## config.mk

```make
export PLATFORM = sky130hd
export DESIGN_NAME = ay_bus_sequencer
export DESIGN_NICKNAME = d
export VERILOG_FILES = /design/src/rtl/ay_seq_pkg.sv /design/src/rtl/ay_rr_arbiter.sv /design/src/rtl/ay_bus_sequencer.sv
export SDC_FILE = /design/constraint.sdc
export NUM_CORES = 1
export LEC_CHECK = 0
export CAP_MARGIN = 30
export CORE_MARGIN = 4
export CORE_UTILIZATION = 40
export DETAILED_ROUTE_END_ITERATION = 6
export PLACE_DENSITY = 0.79
export SETUP_SLACK_MARGIN = 0.4
export SLEW_MARGIN = 15
export SYNTH_ARGS = -nofsm -noshare
export SYNTH_HDL_FRONTEND = slang
export SYNTH_SLANG_ARGS = --single-unit
export TNS_END_PERCENT = 30
```

## constraint.sdc

```tcl
create_clock -name clk -period 3 [get_ports clk]
set_input_delay 0.6 -clock clk [delete_from_list [all_inputs] [get_ports clk]]
set_output_delay 0.6 -clock clk [all_outputs]
set_load 0.05 [all_outputs]
```

## src/rtl/ay_seq_pkg.sv

```systemverilog
// Shared types and constants for the AY bus sequencer and its arbiter.
package ay_seq_pkg;

   localparam int REG_W  = 4;
   localparam int DATA_W = 8;

   localparam logic AY_PORT_ADDR = 1'b1;
   localparam logic AY_PORT_DATA = 1'b0;

   // Grant index doubles as the bit position in the arbiter request vector
   localparam logic GNT_CPU = 1'b0;
   localparam logic GNT_PLY = 1'b1;

   typedef enum logic [2:0] {
      ST_IDLE,
      ST_ADDR,
      ST_WDATA,
      ST_RDATA,
      ST_DONE
   } ay_state_e;

endpackage

```

## src/rtl/ay_rr_arbiter.sv

```systemverilog
// Two-way round-robin arbiter; on a tie the requester that was not granted last wins.
module ay_rr_arbiter
   import ay_seq_pkg::*;
(
   input  logic [1:0] req,
   input  logic       last_grant,
   input  logic       enable,
   output logic       gnt_valid,
   output logic       gnt_idx
);

   always_comb begin
      gnt_valid = enable && (req != 2'b00);
      gnt_idx   = GNT_CPU;
      unique case (req)
         2'b01:   gnt_idx = GNT_CPU;
         2'b10:   gnt_idx = GNT_PLY;
         2'b11:   gnt_idx = ~last_grant;
         default: gnt_idx = GNT_CPU;
      endcase
   end

endmodule

```

## src/rtl/ay_bus_sequencer.sv

```systemverilog
// Shares the AY glue port between CPU accesses and player writes; each access is an
// address-latch phase followed by a data phase, timed in ce-qualified clocks.
//
// state    | meaning
// ---------+-----------------------------------------------------------
// IDLE     | no access; arbitrate requests every clock
// ADDR     | register-select write of the latched register number
// WDATA    | data-port write of the latched write data
// RDATA    | data-port read; ay_q captured on the phase-ending clock
// DONE     | strobes off, one-clock ack to the grantee
module ay_bus_sequencer
   import ay_seq_pkg::*;
#(
   parameter int unsigned HOLD_CE = 1
) (
   input  logic              clk,
   input  logic              reset_n,
   input  logic              ce,
   input  logic              cpu_req,
   input  logic              cpu_rd,
   input  logic [REG_W-1:0]  cpu_reg,
   input  logic [DATA_W-1:0] cpu_wdata,
   output logic              cpu_ack,
   output logic [DATA_W-1:0] cpu_rdata,
   input  logic              ply_req,
   input  logic [REG_W-1:0]  ply_reg,
   input  logic [DATA_W-1:0] ply_wdata,
   output logic              ply_ack,
   output logic              ay_address,
   output logic [DATA_W-1:0] ay_data,
   output logic              ay_wren,
   output logic              ay_rden,
   input  logic [DATA_W-1:0] ay_q,
   output logic              busy
);

   localparam logic [3:0] CNT_LAST = 4'(HOLD_CE - 1);

   ay_state_e         state_q, state_d;
   logic [3:0]        cnt_q, cnt_d;
   logic              rd_q, rd_d;
   logic [REG_W-1:0]  reg_q, reg_d;
   logic [DATA_W-1:0] wdata_q, wdata_d;
   logic              gnt_q, gnt_d;
   logic              last_grant_q, last_grant_d;
   logic [DATA_W-1:0] cpu_rdata_q, cpu_rdata_d;

   logic gnt_valid;
   logic gnt_idx;
   logic phase_end;

   ay_rr_arbiter u_arb (
      .req        ({ply_req, cpu_req}),
      .last_grant (last_grant_q),
      .enable     (state_q == ST_IDLE),
      .gnt_valid  (gnt_valid),
      .gnt_idx    (gnt_idx)
   );

   assign phase_end = ce && (cnt_q == CNT_LAST);

   always_ff @(posedge clk or negedge reset_n) begin
      if (!reset_n) begin
         state_q      <= ST_IDLE;
         cnt_q        <= '0;
         rd_q         <= 1'b0;
         reg_q        <= '0;
         wdata_q      <= '0;
         gnt_q        <= GNT_CPU;
         last_grant_q <= GNT_PLY;
         cpu_rdata_q  <= '0;
      end else begin
         state_q      <= state_d;
         cnt_q        <= cnt_d;
         rd_q         <= rd_d;
         reg_q        <= reg_d;
         wdata_q      <= wdata_d;
         gnt_q        <= gnt_d;
         last_grant_q <= last_grant_d;
         cpu_rdata_q  <= cpu_rdata_d;
      end
   end

   always_comb begin
      state_d      = state_q;
      cnt_d        = cnt_q;
      rd_d         = rd_q;
      reg_d        = reg_q;
      wdata_d      = wdata_q;
      gnt_d        = gnt_q;
      last_grant_d = last_grant_q;
      cpu_rdata_d  = cpu_rdata_q;

      unique case (state_q)
         ST_IDLE: begin
            if (gnt_valid) begin
               state_d      = ST_ADDR;
               cnt_d        = '0;
               gnt_d        = gnt_idx;
               last_grant_d = gnt_idx;
               if (gnt_idx == GNT_CPU) begin
                  rd_d    = cpu_rd;
                  reg_d   = cpu_reg;
                  wdata_d = cpu_wdata;
               end else begin
                  rd_d    = 1'b0;
                  reg_d   = ply_reg;
                  wdata_d = ply_wdata;
               end
            end
         end
         ST_ADDR, ST_WDATA, ST_RDATA: begin
            if (phase_end) begin
               cnt_d = '0;
               if (state_q == ST_ADDR) begin
                  state_d = rd_q ? ST_RDATA : ST_WDATA;
               end else begin
                  state_d = ST_DONE;
               end
               if (state_q == ST_RDATA) begin
                  cpu_rdata_d = ay_q;
               end
            end else if (ce) begin
               cnt_d = cnt_q + 4'd1;
            end
         end
         ST_DONE: state_d = ST_IDLE;
         default: state_d = ST_IDLE;
      endcase
   end

   // Bus outputs depend only on registered state so they never glitch with requests
   always_comb begin
      ay_address = AY_PORT_DATA;
      ay_data    = '0;
      ay_wren    = 1'b0;
      ay_rden    = 1'b0;
      unique case (state_q)
         ST_ADDR: begin
            ay_address = AY_PORT_ADDR;
            ay_data    = {{(DATA_W-REG_W){1'b0}}, reg_q};
            ay_wren    = 1'b1;
         end
         ST_WDATA: begin
            ay_data = wdata_q;
            ay_wren = 1'b1;
         end
         ST_RDATA: ay_rden = 1'b1;
         default: ;
      endcase
   end

   assign cpu_ack   = (state_q == ST_DONE) && (gnt_q == GNT_CPU);
   assign ply_ack   = (state_q == ST_DONE) && (gnt_q == GNT_PLY);
   assign cpu_rdata = cpu_rdata_q;
   assign busy      = (state_q != ST_IDLE);

endmodule

```

# [After elaboration in Yosys (flattened, before gate mapping)]
# Cells that the tools add are included.
# W data, S select, Z words.
[classes] addsub=1 multipliers=0 n_div=0 order_cmp=0 eq_ne=9 n_shift=0 n_mux=17 n_bitwise=2 n_reduce_logical=15
[op_table] operator="$mux W4" count=4
[op_table] operator="$pmux W8 S2" count=1
[op_table] operator="$mux W3" count=3
[op_table] operator="$mux W8" count=1
[op_table] operator="$pmux W4 S2" count=1
[op_table] operator="$eq A3 B2 Y1 const B" count=2
[op_table] operator="$pmux W3 S2" count=1
[op_table] operator="$reduce_and A3 Y1" count=2
[op_table] operator="$mux W1" count=5
[op_table] operator="$add A4 B1 Y4 const B" count=1
[op_table] operator="$eq A2 B2 Y1 const B" count=2
[op_table] operator="$logic_and A1 B1 Y1" count=4
[op_table] operator="$logic_not A4 Y1" count=1
[op_table] operator="$ne A2 B2 Y1 const B" count=2
[op_table] operator="$reduce_and A2 Y1" count=2
[op_table] operator="$reduce_bool A2 Y1" count=2
[op_table] operator="$eq A3 B1 Y1 const B" count=1
[op_table] operator="$eq A3 B3 Y1 const B" count=1
[op_table] operator="$logic_not A3 Y1" count=1
[op_table] operator="$ne A3 B3 Y1 const B" count=1
[op_table] operator="$reduce_bool A3 Y1" count=1
[op_table] operator="$reduce_or A3 Y1" count=1
[op_table] operator="$not A1 Y1" count=2
[op_table] operator="$pmux W1 S2" count=1
[op_table] operator="$reduce_or A2 Y1" count=1
[word_totals] regBits=30 latchBits=0 ramBits=0 rom_bits=0 in_bits=38 out_inout_bits=22 wordCells=52 n_memories=0

# [Depth between registers and ports, before layout]
# Gate-level depths: netlist of the first run.
[logic_depth] ltp_word=4 mapped_depth=6 ltp_nobuf=5

# [Cells and area by module]
# Synthesis of the first run repeated with hierarchy kept, for this count alone.
[unflattened] hier_cells=145 area_unflattened_um2=1520.2
[by_module_without_submodules] mod="ay_bus_sequencer" instances=1 cells_each=143 area_per_inst_um2=1501.4 seq_area_each_um2=752.0
[by_module_without_submodules] mod="ay_rr_arbiter" instances=1 cells_each=2 area_per_inst_um2=18.8 seq_area_each_um2=0.0

# [Least setup slack after synthesis of the first run]
# Ideal clock, no wire load.
[synth_path] path_type="register to output" startpoint="reg state_q[1]" endpoint="out cpu_ack" arrival_ps=2216 required_time_ps=2400 path_slack_ps=184 path_stages_with_launch=3 path_buffers=1 path_cell_list="dfrtp_1 buf_4 nor4b_1"
[synth_via] elab_chain_len=2
[synth_rtl] item="from (decl)" line="ay_bus_sequencer.sv:39" source="ay_state_e state_q, state_d;"
[synth_rtl] item="from (signal assigned)" line="ay_bus_sequencer.sv:73" source="state_q <= state_d;"
[synth_rtl] item="$eq A3 B3 Y1" line="ay_bus_sequencer.sv:153" source="assign cpu_ack = (state_q == ST_DONE) && (gnt_q == GNT_CPU);"
[synth_rtl] item="$logic_and A1 B1 Y1" line="ay_bus_sequencer.sv:153"
[synth_rtl] item="to (decl)" line="ay_bus_sequencer.sv:23" source="output logic cpu_ack,"
# Every way passes these cells.

# [Worst setup path after layout of the first run]
[layout_path] startpoint="reg state_q[1]" endpoint="out busy"
[layout_via] elab_chain_len=1
[layout_rtl] item="$reduce_bool A3 Y1" line="ay_bus_sequencer.sv:156" source="assign busy = (state_q != ST_IDLE);"
[layout_rtl] item="to (decl)" line="ay_bus_sequencer.sv:34" source="output logic busy"
# Every way passes these cells.

==> results.ini, run 1 <==
[status]
status=complete, no violations

[die]
core_area_sq_um=3740
die_w_um=71.0
die_area_sq_um=5030
num_rows=22
dieHeight_um=71.0
io-pin-count=60
start_util_pct=42.3

[pwr]
p_leak_nw=1.02
peakVddDrop_mv=0.761
powerDensity_nw_per_um2=954
power.total_mw=2.19

[timing]
skew_ns=0.00521
setup_viol=0
timing.final.crit_share_pct=86.0
hold_ws_ns=0.508
fin_crit_ns=2.58
setup_tns_ns=0
tightestPinTransition_ns=0.569
drv_slew=0
maxSlewHeadroom_pct=61.9
fmax_mhz=388
rsz0062_at_grt=true
finalHoldViolations=0

[detailed_routing]
avgRoutedWirePerCell_um=15.7
vias_per_cell=5.23
vias=1255
drt_iter0_markers=71
detail-route-antenna-nets=0
post-route-drc-count=0
wl_um=3780
drt_first_pass_iters=4

[finish]
fill_cells=308
synthToLayoutAreaGrowth_pct=44.8
multi_input_area_sq_um=771
antenna_cells=0
fin_cells=240
nets=231
final_common_cell=clkdlybuf4s50_1
drive_gt1_share_pct=31.8
ff_latch_area_sq_um=752
fin_util_pct=61.3
final_cell_mix=clkdlybuf4s50_1, mux2_2, dfrtp_1

[synthesis]
ys_seq_area_share_pct=47.4
ys_warn_count=0
synth_area_per_cell_sq_um=12.5
syn-cell-area_sq_um=1590
synth_edf_count=0
synth.distinct_cells=36
netlist_instances=127
synthFlopType=dfrtp_1
ys_async_sr_fraction_pct=100
syn_nets=167
ys_ff_latch=30

[worst_setup_path]
path_class=reg -> out
critPathTopFamily=buffers and inverters
ff2ff_setup_slack_ns=1.23
slowest_delay_ns=0.72
critPathCaptureType=primary output
required_ns=2.40
arrival_ns=1.98
worstPathCellList=nor3_4, inv_2, clkdlybuf4s50_1
path_max_fanout=11
worst-path-buf-inv=2
critPathLaunchType=flop
crit_slowest_cell=clkdlybuf4s50_1

[clock_network]
clkSinkCount=30
cts_tree=built
clockBufferDepth=2
holdBufCountCts=0
cts_setup_buffers=0
htree_levels=2
path_clk_slew_ns=0.06
cts_root_buf=clkbuf_8
cts_buffers=5
insertion_delay_ns=0.28

[grt]
grt_use_total_pct=15.9
grt_max_degree=31
overflow=0
grt_pass1_vias=1366
antenna_found_initial=0
grt_pass1_wl_um=6310

[min_path]
hold_class=reg -> reg

[flow_run]
max_cap_violations=0

[place]
place_hpwl_um=2860
dp_cells=232
gp_congestion=0.745
io_buffers=59

[what timing repair did]
action | CTS | global route
gates resized for setup | 1 | 3
endpoints found under the setup margin | 4 | 14
pin swaps | 0 | 0
[flip-flops by register name, indices dropped and copies added, names as in the netlist]
signal / cells
rd_q: 1
last_grant_q: 1
cnt_q: 4
cpu_rdata: 8
reg_q: 4
wdata_q: 8
state_q: 3
gnt_q: 1
[final cells by class]
type / instances / share of cell area [%]
multi-input cells: 86 / 33.6
flip-flops and latches: 30 / 32.8
repair buffers: 62 / 26.1
clock buffers: 7 / 3.76
well taps: 48 / 2.62
inverters: 6 / 0.981
clock inverters: 1 / 0.218
[synthesized netlist by cell type (2+ instances only)]
| library cell | count | area share (%) |
|---|---|---|
| buf_4 | 2 | 0.95 |
| a22o_1 | 5 | 2.8 |
| dfrtp_1 | 29 | 46 |
| a21oi_1 | 3 | 0.95 |
| inv_1 | 4 | 0.95 |
| o31ai_1 | 2 | 0.95 |
| nor2_1 | 6 | 1.4 |
| o21ai_0 | 4 | 1.3 |
| nor3_4 | 2 | 2.1 |
| nand3_1 | 4 | 1.3 |
| nand4_1 | 3 | 1.2 |
| mux2_2 | 32 | 23 |
| nand2b_1 | 3 | 1.2 |
| inv_2 | 2 | 0.47 |
| and2_1 | 4 | 1.6 |
| ha_1 | 2 | 1.6 |
[power breakdown]
| group | switching [mW] | internal [mW] |
|---|---|---|
| combinational | 0.690 | 0.468 |
| sequential | 0.137 | 0.570 |
| clock | 0.140 | 0.184 |
[metrics by stage]
step / cell area [sq um] / worst slack, ns
floorplan: 1590 / 0.375
global placement: 2200 / 0.525
detailed placement: 2200 / 0.474
CTS: 2290 / 0.321
global route: 2300 / 0.320
finish: 2300 / 0.420
[path summary, 6_finish.rpt]
check                                            start                       end  cells past startpoint
max in group asynchronous                      reset_n  last_grant_q$_DFFE_PN1P_                      2
min in group asynchronous                      reset_n  cpu_rdata[0]$_DFFE_PN0P_                      2
worst max register to register  state_q[1]$_DFFE_PN0P_    wdata_q[4]$_DFFE_PN0P_                      4
worst min-delay path            wdata_q[5]$_DFFE_PN0P_    wdata_q[5]$_DFFE_PN0P_                      1
worst min register to register  wdata_q[5]$_DFFE_PN0P_    wdata_q[5]$_DFFE_PN0P_                      1
worst max-delay path            state_q[1]$_DFFE_PN0P_                      busy                      3
[logic make-up (layout without fill, tap and decap cells)]
logic type / after synthesis / count (layout) / synth area share (%)
AO/OA/AOI/OAI: 21 / 21 / 9.63
adder cells (fa/ha/maj): 2 / 2 / 1.58
buffers and inverters: 11 / 76 / 4.34
flip-flops: 30 / 30 / 47.4
multiplexers: 32 / 32 / 22.7
AND/OR/NAND/NOR: 31 / 31 / 14.3
[metal layers]
| layer | GRT usage [%] | wire [um] |
|---|---|---|
| met1 | 20.5 | 1600 |
| met3 | 5.40 | 290 |
| met4 | 5.01 | 53 |
| met2 | 25.2 | 1830 |
| met5 | 0 | 0 |
Note: power is estimated with default switching activity, not from simulation.
==> run 2, diff against run 1 <==
--- a/config.mk
+++ b/config.mk
@@ -5,6 +5,8 @@
 export SDC_FILE = /design/constraint.sdc
 export NUM_CORES = 1
 export LEC_CHECK = 0
+export ABC_AREA = 1
+export ABC_CLOCK_PERIOD_IN_PS = 3000
 export CAP_MARGIN = 30
 export CORE_MARGIN = 4
 export CORE_UTILIZATION = 40
==> run 2 against run 1 <==
Worst setup slack lost 0.21 ns. Critical path depth grew 1. Power grew 11%. Critical endpoint is now ay_data[5]. Largest cell class is now registers. Largest power group unchanged. Highest routed layer unchanged.
==> results.ini, run 2 <==
[status]
status=complete, no violations  ; unchanged

[place]
place_hpwl_um=2790  ; was 2860 um
pre_cts_ws_ns=0.354  ; was 0.474 ns
gp_congestion=0.901  ; was 0.745
io_buffers=59  ; unchanged

[timing]
fin_crit_ns=2.79  ; was 2.58 ns
drv_slew=0  ; unchanged
setup_slack_ns=0.214  ; was 0.420 ns
finalHoldViolations=0  ; unchanged
setup_viol=0  ; unchanged
fmax_mhz=359  ; was 388 MHz
maxSlewHeadroom_pct=65.7  ; was 61.9%
setup_tns_ns=0  ; unchanged
tightestPinTransition_ns=0.513  ; was 0.569 ns
skew_ns=0.00245  ; was 0.00521 ns
timing.final.crit_share_pct=92.9  ; was 86.0%
rsz0062_at_grt=true  ; unchanged

[synthesis]
synth.distinct_cells=19  ; was 36
syn-cell-area_sq_um=1600  ; was 1590 sq um
ys_top_cells_by_count=nand2_1, dfrtp_1, inv_1, nor2_1, o21ai_1  ; was mux2_2, dfrtp_1, nor2_1, a22o_1
synth_edf_count=0  ; unchanged
synth_top_cell_by_area=dfrtp_1  ; unchanged
post-synth-top-count-cell=nand2_1  ; was mux2_2
synth_area_per_cell_sq_um=7.20  ; was 12.5 sq um
ys_seq_area_share_pct=47.0  ; was 47.4%
ys_async_sr_fraction_pct=100  ; unchanged
synth_area_leaders=dfrtp_1, nand2_1, inv_1  ; was dfrtp_1, mux2_2, a22o_1
ys_warn_count=0  ; unchanged
syn_nets=262  ; was 167
netlist_instances=222  ; was 127
yosysTopAreaCellShare_pct=45.4  ; was 45.8%
synthFlopType=dfrtp_1  ; unchanged
ys_ff_latch=30  ; unchanged

[detailed_routing]
detail-route-antenna-nets=0  ; unchanged
drt_iter0_markers=78  ; was 71
avgRoutedWirePerCell_um=10.9  ; was 15.7 um
drt_first_pass_iters=4  ; unchanged
wl_um=3650  ; was 3780 um
vias=1509  ; was 1255
vias_per_cell=4.50  ; was 5.23
post-route-drc-count=0  ; unchanged

[finish]
antenna_cells=0  ; unchanged
fill_cells=336  ; was 308
final_cell_mix=nand2_1, clkdlybuf4s50_1, dfrtp_1  ; was clkdlybuf4s50_1, mux2_2, dfrtp_1
nets=326  ; was 231
synthToLayoutAreaGrowth_pct=46.9  ; was 44.8%
fin_util_pct=62.3  ; was 61.3%
drive_gt1_share_pct=6.62  ; was 31.8%
final_common_cell=nand2_1  ; was clkdlybuf4s50_1

[grt]
grt_pass1_wl_um=6420  ; was 6310 um
overflow=0  ; unchanged
grt_max_degree=31  ; unchanged
antenna_found_initial=0  ; unchanged
grt_use_total_pct=16.0  ; was 15.9%
grt_pass1_vias=1482  ; was 1366

[flow_run]
max_cap_violations=0  ; unchanged

[die]
dieHeight_um=71.2  ; was 71.0 um
core_area_sq_um=3770  ; was 3740 sq um
start_util_pct=42.4  ; was 42.3%
num_rows=22  ; unchanged
io-pin-count=60  ; unchanged
die_w_um=71.2  ; was 71.0 um
die_area_sq_um=5070  ; was 5030 sq um

[worst_setup_path]
worst-path-buf-inv=2  ; unchanged
crit_slowest_cell=clkdlybuf4s50_1  ; unchanged
arrival_ns=2.19  ; was 1.98 ns
critPathCaptureType=primary output  ; unchanged
path_max_fanout=9  ; was 11
required_ns=2.40  ; about the same
critPathLaunchType=flop  ; unchanged
path_class=reg -> out  ; unchanged
critPathTopFamily=buffers and inverters  ; unchanged
worstPathCellList=inv_1, nand3_1, nor2_1, clkdlybuf4s50_1  ; was nor3_4, inv_2, clkdlybuf4s50_1
slowest_delay_ns=0.82  ; was 0.72 ns

[clock_network]
cts_tree=built  ; unchanged
insertion_delay_ns=0.27  ; was 0.28 ns
holdBufCountCts=0  ; unchanged
clockBufferDepth=2  ; unchanged
clkSinkCount=30  ; unchanged
path_clk_slew_ns=0.06  ; about the same
cts_buffers=5  ; unchanged
cts_root_buf=clkbuf_8  ; unchanged
htree_levels=2  ; unchanged
cts_setup_buffers=0  ; unchanged

[pwr]
power.total_mw=2.43  ; was 2.19 mW
peakVddDrop_mv=0.554  ; was 0.761 mV
p_leak_nw=1.23  ; was 1.02 nW
powerDensity_nw_per_um2=1040  ; was 954 nW/um^2

[min_path]
hold_class=reg -> reg  ; unchanged

-- run 2: cell count changes after synthesis, sizes merged, moves of 2 or more --
cell    previous run  this run
o31ai              2         0
mux2              32         0
a22o               5         0
inv                6        28
o21ai              4        15
a21oi              3         0
nor2               7        16
nand3              4        10
nand2b             3         0
nor3               2         0
nand2              1       110
o22ai              1         4
and2               4         0
-- run 2: repair_timing --
action	4_1_cts	5_1_grt
setup endpoints to repair	9	11
gates resized for setup	7	3
hold endpoints to repair	0	0
-- run 2: final timing paths --
kind | start | cells past startpoint | to | slack, ns
worst max-delay path | state_q[0]$_DFFE_PN0P_ | 4 | ay_data[5] | 0.21
worst min-delay path | last_grant_q$_DFFE_PN1P_ | 2 | last_grant_q$_DFFE_PN1P_ | 0.47
worst max register to register | last_grant_q$_DFFE_PN1P_ | 8 | reg_q[0]$_DFFE_PN0P_ | 1.55
worst min register to register | last_grant_q$_DFFE_PN1P_ | 2 | last_grant_q$_DFFE_PN1P_ | 0.47
max in group asynchronous | reset_n | 2 | last_grant_q$_DFFE_PN1P_ | 1.98
min in group asynchronous | reset_n | 2 | cnt_q[1]$_DFFE_PN0P_ | 0.71
-- run 2: final cells by class --
class                      instances  area (sq um)  share of cell area [%]
timing repair buffer              61           609                    25.9
inverter                          29           116                    4.95
tap                               48          60.1                    2.56
clock buffer                       7          76.3                    3.25
sequential                        30           752                    32.0
multi-input combinational        159           706                    30.0
clock inverter                     1          30.0                    1.28
-- run 2: metal layers --
metal  wire length, um  vias to the layer above  GRT usage, %
li1                  -                      807             -
met1              1630                      637          19.2
met2              1620                       60          26.2
met3               353                        5          5.89
met4                46                        0          5.64
met5                 0                        -             0
-- run 2: worst register-to-register path: stages (launching register included) --
cell     delay, ns
dfstp_2       0.52
nand2_1       0.05
nand2_1       0.05
buf_4         0.19
inv_1         0.23
nand2_1       0.12
nand2_1       0.05
nand2_1       0.05
o21ai_1       0.06
-- run 2: cells by family (layout without fill, tap and decap cells) --
| logic type | count (synthesis) | count (layout) | synth area share [%] |
|---|---|---|---|
| compound gates | 19 | 19 | 6.26 |
| simple gates | 138 | 138 | 36.3 |
| buf+inv | 33 | 98 | 8.84 |
| flops | 30 | 30 | 47.0 |
| fa+ha+maj | 2 | 2 | 1.56 |
-- run 2: power by group --
part / internal, mW / switching (mW) / leakage [nW]
logic: 0.430 / 0.941 / 0.801
registers: 0.585 / 0.0876 / 0.380
clock network: 0.248 / 0.140 / 0.0524
total: 1.26 / 1.17 / 1.23
-- run 2: through the flow --
step	hold WS [ns]	cell area (sq um)	cells
finish	0.473	2350	335
detailed placement	0.459	2240	327
CTS	0.470	2340	335
global route	0.489	2350	335
floorplan	0.304	1600	222
global placement	0.460	2240	327
==> run 3, diff against run 2 <==
--- a/config.mk
+++ b/config.mk
@@ -11,10 +11,11 @@
 export CORE_MARGIN = 4
 export CORE_UTILIZATION = 40
 export DETAILED_ROUTE_END_ITERATION = 6
-export PLACE_DENSITY = 0.79
+export PLACE_DENSITY = 0.78
 export SETUP_SLACK_MARGIN = 0.4
 export SLEW_MARGIN = 15
 export SYNTH_ARGS = -nofsm -noshare
 export SYNTH_HDL_FRONTEND = slang
+export SYNTH_HIERARCHICAL = 1
 export SYNTH_SLANG_ARGS = --single-unit
 export TNS_END_PERCENT = 30
==> run 3 against run 2 <==
Combinational power is 8% higher. Cell count is 1.8% lower. Sequential power is 3.3% higher. Power is 3.2% higher. Critical endpoint is now ay_data[6].
==> results.ini, run 3 <==
[timing]
timing.final.crit_share_pct=92.0  ; was 92.9%
drv_slew=0  ; unchanged
tightestPinTransition_ns=0.537  ; was 0.513 ns
fin_crit_ns=2.76  ; was 2.79 ns
setup_tns_ns=0  ; unchanged
skew_ns=0.00600  ; was 0.00245 ns
fmax_mhz=362  ; was 359 MHz
finalHoldViolations=0  ; unchanged
setup_viol=0  ; unchanged
maxSlewHeadroom_pct=64.1  ; was 65.7%
rsz0062_at_grt=true  ; unchanged

[detailed_routing]
drt_iter0_markers=74  ; was 78
wl_um=3710  ; was 3650 um
vias_per_cell=4.62  ; was 4.50
post-route-drc-count=0  ; unchanged
detail-route-antenna-nets=0  ; unchanged
avgRoutedWirePerCell_um=11.3  ; was 10.9 um
vias=1519  ; was 1509
drt_first_pass_iters=4  ; unchanged

[synthesis]
post-synth-top-count-cell=nand2_1  ; unchanged
ys_async_sr_fraction_pct=100  ; unchanged
ys_warn_count=6  ; was 0
ys_top_cells_by_count=nand2_1, dfrtp_1, inv_1, nand3_1, nor2_1  ; was nand2_1, dfrtp_1, inv_1, nor2_1, o21ai_1
netlist_instances=216  ; was 222
yosysTopAreaCellShare_pct=44.7  ; was 45.4%
syn_nets=256  ; was 262
synth_compound_area_share_pct=8.10  ; was 6.26%
synthSimpleGateAreaFrac_pct=34.6  ; was 36.3%
ys_ff_latch=30  ; unchanged
synthAdderAreaFrac_pct=1.54  ; was 1.56%
synthXorXnorAreaFrac_pct=0.540  ; was 0%
syn-cell-area_sq_um=1620  ; was 1600 sq um
muxShareOfSynthArea_pct=0  ; unchanged
synth_area_per_cell_sq_um=7.51  ; was 7.20 sq um
synth_edf_count=0  ; unchanged
synth_area_leaders=dfrtp_1, nand2_1, nand3_1  ; was dfrtp_1, nand2_1, inv_1
synth_top_family_by_area=simple AND/OR/NAND/NOR gates  ; unchanged
synth_top_cell_by_area=dfrtp_1  ; unchanged
ys_seq_area_share_pct=46.3  ; was 47.0%
synthFlopType=dfrtp_1  ; unchanged
synth.distinct_cells=25  ; was 19

[clock_network]
holdBufCountCts=0  ; unchanged
clkSinkCount=30  ; unchanged
clockBufferDepth=2  ; unchanged
cts_tree=built  ; unchanged
cts_setup_buffers=0  ; unchanged
htree_levels=2  ; unchanged
cts_buffers=5  ; unchanged
cts_root_buf=clkbuf_8  ; unchanged
path_clk_slew_ns=0.06  ; about the same
cts-resized-gates=4  ; was 7
insertion_delay_ns=0.28  ; was 0.27 ns

[die]
io-pin-count=60  ; unchanged
die_w_um=71.7  ; was 71.2 um
num_rows=22  ; unchanged
dieHeight_um=71.7  ; was 71.2 um
core_area_sq_um=3800  ; was 3770 sq um
start_util_pct=42.7  ; was 42.4%
die_area_sq_um=5140  ; was 5070 sq um

[worst_setup_path]
r2r-end=gnt_q$_DFFE_PN0P_  ; was reg_q[0]$_DFFE_PN0P_
path_class=reg -> out  ; unchanged
path_max_fanout=9  ; unchanged
critPathCaptureType=primary output  ; unchanged
critPathLaunchType=flop  ; unchanged
crit_slowest_cell=clkdlybuf4s50_1  ; unchanged
r2r_start=state_q[1]$_DFFE_PN0P_  ; was last_grant_q$_DFFE_PN1P_
critPathTopFamily=buffers and inverters  ; unchanged
required_ns=2.40  ; about the same
slowest_delay_ns=0.82  ; about the same
r2r_cells=9  ; was 8
worstPathCellList=inv_2, nand3_1, nor2_1, clkdlybuf4s50_1  ; was inv_1, nand3_1, nor2_1, clkdlybuf4s50_1
arrival_ns=2.16  ; was 2.19 ns
worst-path-buf-inv=2  ; unchanged
ff2ff_setup_slack_ns=1.28  ; was 1.55 ns

[finish]
synthToLayoutAreaGrowth_pct=45.2  ; was 46.9%
nets=320  ; was 326
fill_cells=356  ; was 336
final_common_cell=nand2_1  ; unchanged
drive_gt1_share_pct=10.7  ; was 6.62%
fin_util_pct=62.0  ; was 62.3%
antenna_cells=0  ; unchanged
final_cell_mix=nand2_1, clkdlybuf4s50_1, dfrtp_1  ; unchanged

[pwr]
powerDensity_nw_per_um2=1070  ; was 1040 nW/um^2
p_leak_nw=1.23  ; about the same
peakVddDrop_mv=0.520  ; was 0.554 mV

[place]
place_hpwl_um=2840  ; was 2790 um
io_buffers=59  ; unchanged
gp_congestion=0.766  ; was 0.901

[min_path]
worstHoldPathCells=2  ; unchanged
hold_class=reg -> reg  ; unchanged
worstHoldStart=cpu_rdata[0]$_DFFE_PN0P_  ; was last_grant_q$_DFFE_PN1P_
min_to=cpu_rdata[0]$_DFFE_PN0P_  ; was last_grant_q$_DFFE_PN1P_

[grt]
grt_pass1_vias=1447  ; was 1482
grt_max_degree=31  ; unchanged
antenna_found_initial=0  ; unchanged
overflow=0  ; unchanged
grt_pass1_wl_um=6320  ; was 6420 um
grt_use_total_pct=15.6  ; was 16.0%

[flow_run]
max_cap_violations=0  ; unchanged

[status]
status=complete, no violations  ; unchanged

==> run 3: cell count changes in the layout (fill, tap and decap cells not counted), moves of 2 or more <==
cell             change
clkbuf_1             -2
nand2_1             -18
clkdlybuf4s50_1      +2
o21ai_2              +6
o21ai_1             -10
nand3_1             +11
inv_2                +3
dlygate4sd2_1        -2
o21ai_0              +3
inv_1                -2
==> run 3: logic make-up after synthesis <==
family                   count (synthesis)
buffers and inverters                   33
XOR/XNOR                                 1
adder cells (fa/ha/maj)                  2
flip-flops                              30
AND/OR/NAND/NOR                        130
AO/OA/AOI/OAI                           20
==> run 3: final cells by class <==
type | instances | area [sq um] | area share [%]
clock buffer | 6 | 82.6 | 3.51
clock inverter | 2 | 12.5 | 0.531
inverter | 29 | 111 | 4.73
multi-input combinational | 153 | 727 | 30.9
sequential | 30 | 752 | 31.9
tap | 48 | 60.1 | 2.55
timing repair buffer | 61 | 611 | 25.9
==> run 3: tightest hold or removal path, cell delays in order (launching register included) <==
cell and delay, ns:
dfrtp_1 0.34, nand2_1 0.05, nand2_1 0.05
==> run 3: how the worst max path moves through the flow <==
stage | from | endpoint | slack, ns | cells past startpoint
after CTS | state_q[2]$_DFFE_PN0P_ | ay_data[1] | 0.13 | 4
after floorplan | state_q[2]$_DFFE_PN0P_ | ay_data[0] | 0.15 | 5
after global routing | state_q[2]$_DFFE_PN0P_ | ay_data[4] | 0.10 | 4
final | state_q[2]$_DFFE_PN0P_ | ay_data[6] | 0.24 | 4
after global placement | state_q[2]$_DFFE_PN0P_ | ay_data[1] | 0.45 | 4
after detailed placement | state_q[0]$_DFFE_PN0P_ | ay_data[3] | 0.43 | 4
==> run 3: power by group <==
group          switching [mW]  internal (mW)  leakage (nW)
registers               0.103          0.592         0.379
clock network           0.151          0.184        0.0472
logic                    1.01          0.470         0.799
==> run 3: metrics by stage <==
step                      area (sq um)  hold slack [ns]  setup WS (ns)  total power [mW]  std cells
final                             2360            0.473          0.241              2.51        329
after global routing              2360            0.503          0.103              2.71        329
after floorplan                   1620            0.304          0.147              1.77        216
after global placement            2260            0.455          0.446              2.18        321
after detailed placement          2260            0.459          0.429              2.21        321
after CTS                         2350            0.475          0.135              2.54        329
==> run 3: routing by layer <==
| layer | GRT usage, % | vias up | wire length, um |
|---|---|---|---|
| met5 | 0 | - | 0 |
| met2 | 24.1 | 56 | 1640 |
| met3 | 6.59 | 7 | 363 |
| met4 | 5.01 | 0 | 63 |
| met1 | 19.8 | 652 | 1640 |
| li1 | - | 804 | - |
